## src/rtl/idu_decode_queue_pkg.sv

```systemverilog
// Shared layout and defaults for the decoded-instruction queue between decode and rename.
// The optional lane-0 bypass is enabled with the IDU_DECODE_QUEUE_BYPASS_EN macro.
package idu_decode_queue_pkg;

  localparam int DQ_DEFAULT_DEPTH     = 8;
  localparam int DQ_DEFAULT_DEQ_WIDTH = 2;
  localparam int DQ_PAYLOAD_W         = 128;
  localparam int DQ_PC_W              = 48;
  localparam int DQ_TARGET_W          = 32;

  // Packed decode payload field ranges (MSB/LSB, inclusive).
  localparam int INSTR_MSB       = 31;
  localparam int INSTR_LSB       = 0;
  localparam int IMM_MSB         = 63;
  localparam int IMM_LSB         = 32;
  localparam int LREG_RD_MSB     = 68;
  localparam int LREG_RD_LSB     = 64;
  localparam int LREG_RS1_MSB    = 73;
  localparam int LREG_RS1_LSB    = 69;
  localparam int LREG_RS2_MSB    = 78;
  localparam int LREG_RS2_LSB    = 74;
  localparam int SRC_MSB         = 82;
  localparam int SRC_LSB         = 79;
  localparam int CX_TYPE_MSB     = 86;
  localparam int CX_TYPE_LSB     = 83;
  localparam int ALU_TYPE_MSB    = 90;
  localparam int ALU_TYPE_LSB    = 87;
  localparam int MULDIV_TYPE_MSB = 93;
  localparam int MULDIV_TYPE_LSB = 91;

  localparam int PC_RANGE_MSB    = DQ_PC_W - 1;
  localparam int PC_RANGE_LSB    = 0;

endpackage

```

## src/rtl/idu_dq_prefix_fire.sv

```systemverilog
// In-order ready prefix: a lane fires only if it and every older lane are valid and ready.
module idu_dq_prefix_fire #(
  parameter int DEQ_WIDTH = 2,
  parameter int KW        = $clog2(DEQ_WIDTH + 1)
) (
  input  logic [DEQ_WIDTH-1:0] valid_i,
  input  logic [DEQ_WIDTH-1:0] ready_i,
  output logic [DEQ_WIDTH-1:0] fire_o,
  output logic [KW-1:0]        k_o
);

  logic run;

  always_comb begin
    fire_o = '0;
    k_o    = '0;
    run    = 1'b1;
    for (int i = 0; i < DEQ_WIDTH; i++) begin
      run       = run & valid_i[i] & ready_i[i];
      fire_o[i] = run;
      if (run) k_o = k_o + KW'(1);
    end
  end

endmodule

```

## src/rtl/idu_decode_queue.sv

```systemverilog
// Decoded-instruction circular queue: one enqueue per cycle, up to DEQ_WIDTH in-order dequeues.
// Define IDU_DECODE_QUEUE_BYPASS_EN to let an empty queue hand in_* straight to lane 0.
module idu_decode_queue
  import idu_decode_queue_pkg::*;
#(
  parameter int DEPTH     = DQ_DEFAULT_DEPTH,
  parameter int DEQ_WIDTH = DQ_DEFAULT_DEQ_WIDTH,
  parameter int PAYLOAD_W = DQ_PAYLOAD_W,
  parameter int PC_W      = DQ_PC_W,
  parameter int CNT_W     = $clog2(DEPTH + 1)
) (
  input  logic                           clock,
  input  logic                           reset_n,
  input  logic                           flush_valid,
  input  logic                           in_valid,
  output logic                           in_ready,
  input  logic [PAYLOAD_W-1:0]           in_payload,
  input  logic [PC_W-1:0]                in_pc,
  input  logic                           in_predicttaken,
  input  logic [31:0]                    in_predicttarget,
  output logic [DEQ_WIDTH-1:0]           out_valid,
  input  logic [DEQ_WIDTH-1:0]           out_ready,
  output logic [DEQ_WIDTH*PAYLOAD_W-1:0] out_payload,
  output logic [DEQ_WIDTH*PC_W-1:0]      out_pc,
  output logic [DEQ_WIDTH-1:0]           out_predicttaken,
  output logic [DEQ_WIDTH*32-1:0]        out_predicttarget,
  output logic [CNT_W-1:0]               count,
  output logic                           empty,
  output logic                           full
);

  localparam int PTR_W = $clog2(DEPTH);
  localparam int KW    = $clog2(DEQ_WIDTH + 1);

  logic [PTR_W-1:0] rd_ptr_q, rd_ptr_d;
  logic [PTR_W-1:0] wr_ptr_q, wr_ptr_d;
  logic [CNT_W-1:0] count_q, count_d;

  logic [PAYLOAD_W-1:0] mem_payload_q [DEPTH];
  logic [PC_W-1:0]      mem_pc_q      [DEPTH];
  logic                 mem_pt_q      [DEPTH];
  logic [31:0]          mem_tgt_q     [DEPTH];

  logic [DEQ_WIDTH-1:0] fire;
  logic [KW-1:0]        k;
  logic [KW-1:0]        deq_k;
  logic                 bypass_active;
  logic                 bypass_take;
  logic                 enq;

  // in_ready depends only on occupancy, so rename never reaches decode combinationally.
  assign in_ready = (count_q != CNT_W'(DEPTH));
  assign count    = count_q;
  assign empty    = (count_q == '0);
  assign full     = (count_q == CNT_W'(DEPTH));

`ifdef IDU_DECODE_QUEUE_BYPASS_EN
  assign bypass_active = (count_q == '0) & in_valid & ~flush_valid;
`else
  assign bypass_active = 1'b0;
`endif

  always_comb begin
    out_valid         = '0;
    out_payload       = '0;
    out_pc            = '0;
    out_predicttaken  = '0;
    out_predicttarget = '0;
    for (int i = 0; i < DEQ_WIDTH; i++) begin
      out_valid[i]                          = (count_q > CNT_W'(i)) & ~flush_valid;
      out_payload[i*PAYLOAD_W +: PAYLOAD_W] = mem_payload_q[rd_ptr_q + PTR_W'(i)];
      out_pc[i*PC_W +: PC_W]                = mem_pc_q[rd_ptr_q + PTR_W'(i)];
      out_predicttaken[i]                   = mem_pt_q[rd_ptr_q + PTR_W'(i)];
      out_predicttarget[i*32 +: 32]         = mem_tgt_q[rd_ptr_q + PTR_W'(i)];
    end
    if (bypass_active) begin
      out_valid[0]                = 1'b1;
      out_payload[PAYLOAD_W-1:0]  = in_payload;
      out_pc[PC_W-1:0]            = in_pc;
      out_predicttaken[0]         = in_predicttaken;
      out_predicttarget[31:0]     = in_predicttarget;
    end
  end

  idu_dq_prefix_fire #(
    .DEQ_WIDTH (DEQ_WIDTH),
    .KW        (KW)
  ) u_prefix_fire (
    .valid_i (out_valid),
    .ready_i (out_ready),
    .fire_o  (fire),
    .k_o     (k)
  );

  // A bypassed instruction consumed on lane 0 never touches storage or pointers.
  assign bypass_take = bypass_active & fire[0];
  assign enq         = in_valid & in_ready & ~flush_valid & ~bypass_take;
  assign deq_k       = bypass_take ? '0 : k;

  always_comb begin
    rd_ptr_d = rd_ptr_q + PTR_W'(deq_k);
    wr_ptr_d = wr_ptr_q + PTR_W'(enq);
    count_d  = count_q + CNT_W'(enq) - CNT_W'(deq_k);
    if (flush_valid) begin
      rd_ptr_d = '0;
      wr_ptr_d = '0;
      count_d  = '0;
    end
  end

  always_ff @(posedge clock or negedge reset_n) begin
    if (!reset_n) begin
      rd_ptr_q <= '0;
      wr_ptr_q <= '0;
      count_q  <= '0;
    end else begin
      rd_ptr_q <= rd_ptr_d;
      wr_ptr_q <= wr_ptr_d;
      count_q  <= count_d;
    end
  end

  always_ff @(posedge clock) begin
    if (enq) begin
      mem_payload_q[wr_ptr_q] <= in_payload;
      mem_pc_q[wr_ptr_q]      <= in_pc;
      mem_pt_q[wr_ptr_q]      <= in_predicttaken;
      mem_tgt_q[wr_ptr_q]     <= in_predicttarget;
    end
  end

endmodule

```

## config.mk

```make
export PLATFORM = sky130hd
export DESIGN_NAME = idu_decode_queue
export DESIGN_NICKNAME = d
export VERILOG_FILES = /design/src/rtl/idu_decode_queue_pkg.sv /design/src/rtl/idu_dq_prefix_fire.sv /design/src/rtl/idu_decode_queue.sv
export SDC_FILE = /design/constraint.sdc
export NUM_CORES = 2
export LEC_CHECK = 0
export BUFFER_PORTS_ARGS = -buffer_cell sky130_fd_sc_hd__buf_2
export CORE_ASPECT_RATIO = 0.8
export CORE_MARGIN = 2
export CORE_UTILIZATION = 62
export CTS_CLUSTER_SIZE = 16
export DETAILED_ROUTE_END_ITERATION = 10
export PLACE_DENSITY = 0.83
export SYNTH_ARGS = -nofsm -noshare
export SYNTH_HDL_FRONTEND = slang
export SYNTH_SLANG_ARGS = --single-unit
```

## constraint.sdc

```tcl
create_clock -name clock -period 23.4 [get_ports clock]
set_input_delay 2.34 -clock clock [delete_from_list [all_inputs] [get_ports clock]]
set_output_delay 2.34 -clock clock [all_outputs]
set_load 0.05 [all_outputs]
```

==> impl_metrics.yaml <==
status:
  status: "finished clean"
timing:
  grt_setup_unrepaired: "false"
  finalHoldViolCount: 0
  max_slew_margin: 0.2261
  period_share: 0.4016
  tightest_slew_ps: 1159
  fmax_mhz: 106.4
  setup_tns_ps: 0
  finalCriticalPeriod_ps: 9398
  setup_violations: 0
  timing.final.ws_setup_ps: 14000
  slew_viol_final: 0
  fin_worst_skew_ps: 31.93
yosys:
  avgSynthCellArea_um2: 23.61
  synth_area_um2: 76360
  yosysWarnings: 0
  synthCells: 3234
  ys_ff_latch: 1682
  syn_nets: 3463
  ys_seq_area_frac: 0.6608
  synth_cell_types: 32
power_and_ir_drop:
  seqPwrFrac: 0.367
  p_comb_frac: 0.367
  switching_power_w: 0.003277
  power_frac_clock: 0.266
  p_int_w: 0.006104
  netSwitchingFraction: 0.3494
  p_per_area_nw_per_um2: 109.5
  power.total_w: 0.009381
  p_leak_nw: 26.85
  ir_worst_vdd_mv: 0.09841
layout:
  final_cell_mix: "1672 x edfxtp_1, 795 x mux4_2, 641 x buf_2, 410 x mux2_2, 164 x clkbuf_16"
  design_area_um2: 85650
  final_common_cell: "edfxtp_1"
  nNetsFinal: 4090
  fin_util: 0.6987
  drive_above_1_share: 0.5372
  areaGrowthSynthToFinish_pct: 12.16
min_path:
  hp-class: "register to register"
  hold_path_end: "wr_ptr_q[0]"
  min-delay-start: "wr_ptr_q[0]"
  whs_path_depth: 2
global_route:
  grt-ovfl-total: 0
  grt_util_met3: 0.06087
  grt_max_degree: 139
  antenna_found_initial: 41
  grt_pass1_wl_mm: 262.2
  grtUsageMet1: 0.3775
  grt.total_usage: 0.2832
  grt_use_met2: 0.4567
  grt_pass1_vias: 40383
  top_usage_layer: "met2"
clocking:
  cts-root-buf: "clkbuf_16"
  cts_hold_buf: 0
  clk_path_buf_depth: 3
  clk_pin_slew_ps: 60
  cts-resized-gates: 0
  cts_tree: "yes"
  cts_sinks: 1682
  cts_setup_buffers: 0
  numCtsBuffers: 160
  clock_latency_ps: 790
  h-tree-depth: 4
die:
  rows: 115
  design.die.area_um2: 126000
  initial_core_util: 0.6229
  die_w_um: 396.4
  design.core.area_um2: 122600
  io_pins: 642
  dieHeight_um: 317.9
route:
  drt-vias-per-instance: 6.861
  vias: 38828
  drc_errors: 0
  drt_first_iter_violations: 4257
  antenna_left: 0
  routedWlPerCell_um: 31.34
  drtPass1Iterations: 5
  wl_mm: 177.4
critical_path:
  reg2reg_depth: 7
  cp_slowest_cell: "dfrtp_4"
  r2r_slack_ps: 19040
  cp-end-kind: "primary output"
  critPathArrivalTime_ps: 7060
  cp_common_cell: "buf_4"
  start_kind: "register"
  critPathKind: "register to primary output"
  r2r_end: "mem_payload_q[5][51]"
  cp.required_ps: 21060
  timing.rr.start: "count[2]"
  cp_max_fo: 65
  cp_slowest_stage_delay_ps: 990
  cp_cell_sequence: "buf_4, buf_4, buf_4, buf_4, buf_4, mux4_2, mux2_2, buf_2"
place:
  place_congestion: 0.7854
  dp_hpwl_mm: 101.9
  post_dp_cell_area_um2: 80560
  port_buffers: 641
  dp_slack_ps: 14660
flow_run:
  cap_violations: 0
==> how the worst max path moves through the flow <==
stage,slack (ps),cells after the start,to,start
floorplan,5570,3,mem_payload_q[1][0],in_valid
global placement,14830,8,out_payload[88],rd_ptr_q[0]
detailed placement,14660,8,out_payload[82],rd_ptr_q[0]
CTS,13790,8,out_payload[69],rd_ptr_q[0]
global route,13420,8,out_payload[88],rd_ptr_q[0]
finish,14000,8,out_payload[88],rd_ptr_q[0]
==> kinds of logic (layout without fill, tap and decap cells) <==
| family | Yosys count | in the layout | share of synthesized area |
|---|---|---|---|
| mux | 1255 | 1255 | 0.3106 |
| flops | 1682 | 1682 | 0.6608 |
| compound gates | 2 | 2 | 0.0001638 |
| buf+inv | 244 | 1001 | 0.02314 |
| fa+ha+maj | 14 | 14 | 0.002491 |
| simple gates | 33 | 33 | 0.002327 |
| xor+xnor | 4 | 4 | 0.0004589 |
| other cells | 0 | 30 | 0 |
==> state kept, by name, summed over array words and instances (netlist names) <==
| name | cells |
|---|---|
| mem_tgt_q | 256 |
| rd_ptr_q | 3 |
| wr_ptr_q | 3 |
| count | 4 |
| mem_pt_q | 8 |
| mem_pc_q | 384 |
| mem_payload_q | 1024 |
==> per-layer routing <==
layer	share of wire	vias to the layer above
met3	0.092	391
met4	0.045	24
li1	-	15643
met5	0.00090	-
met2	0.51	2153
met1	0.36	20617
==> worst max-delay path: cells and delay by family, from the launching register on <==
| kind | cells | cell delay (ps) |
|---|---|---|
| DFF | 1 | 990 |
| buffers and inverters | 6 | 4190 |
| muxes | 2 | 890 |
==> through the flow <==
step,hold slack (ps),instances
2_1_floorplan,572.8,3234
3_3_place_gp,620.0,5337
3_5_place_dp,620.2,5337
4_1_cts,640.1,5629
5_1_grt,722.6,5652
6_report,643.1,5659
==> synth_stat cells (all sizes together) <==
library cell | n | area share
edfxtp | 1672 | 0.66
mux4 | 836 | 0.25
mux2 | 419 | 0.062
buf | 206 | 0.021
clkbuf | 29 | 0.0015
ha | 12 | 0.0020
nor2 | 12 | 0.00059
dfrtp | 10 | 0.0033
inv | 9 | 0.00044
nor2b | 8 | 0.00066
nand2b | 3 | 0.00025
fa | 2 | 0.00052
nand2 | 2 | 0.000098
nor3 | 2 | 0.00013
nor3b | 2 | 0.00020
xnor2 | 2 | 0.00023
xor2 | 2 | 0.00023
a21o | 1 | 0.000098
a21oi | 1 | 0.000065
and4b | 1 | 0.00013
nand3 | 1 | 0.000065
nand3b | 1 | 0.000098
or3b | 1 | 0.00011
==> final cells by class <==
type | count | area (µm²)
flip-flops and latches | 1682 | 50470
fillers | 7029 | 36940
multi-input cells | 1308 | 24220
clock buffers | 204 | 4254
repair buffers | 700 | 3789
well taps | 1638 | 2049
clock inverters | 88 | 757.0
diodes | 30 | 75.07
inverters | 9 | 33.78
==> power groups by stage <==
stage	clock network (W)	registers [W]	logic, W
2_1_floorplan	0	0.00351	0.00284
3_3_place_gp	0	0.00349	0.00340
3_5_place_dp	0	0.00350	0.00344
4_1_cts	0.00253	0.00344	0.00346
5_1_grt	0.00264	0.00345	0.00359
6_report	0.00250	0.00344	0.00344
No activity file was read; power rests on OpenSTA's default activity.
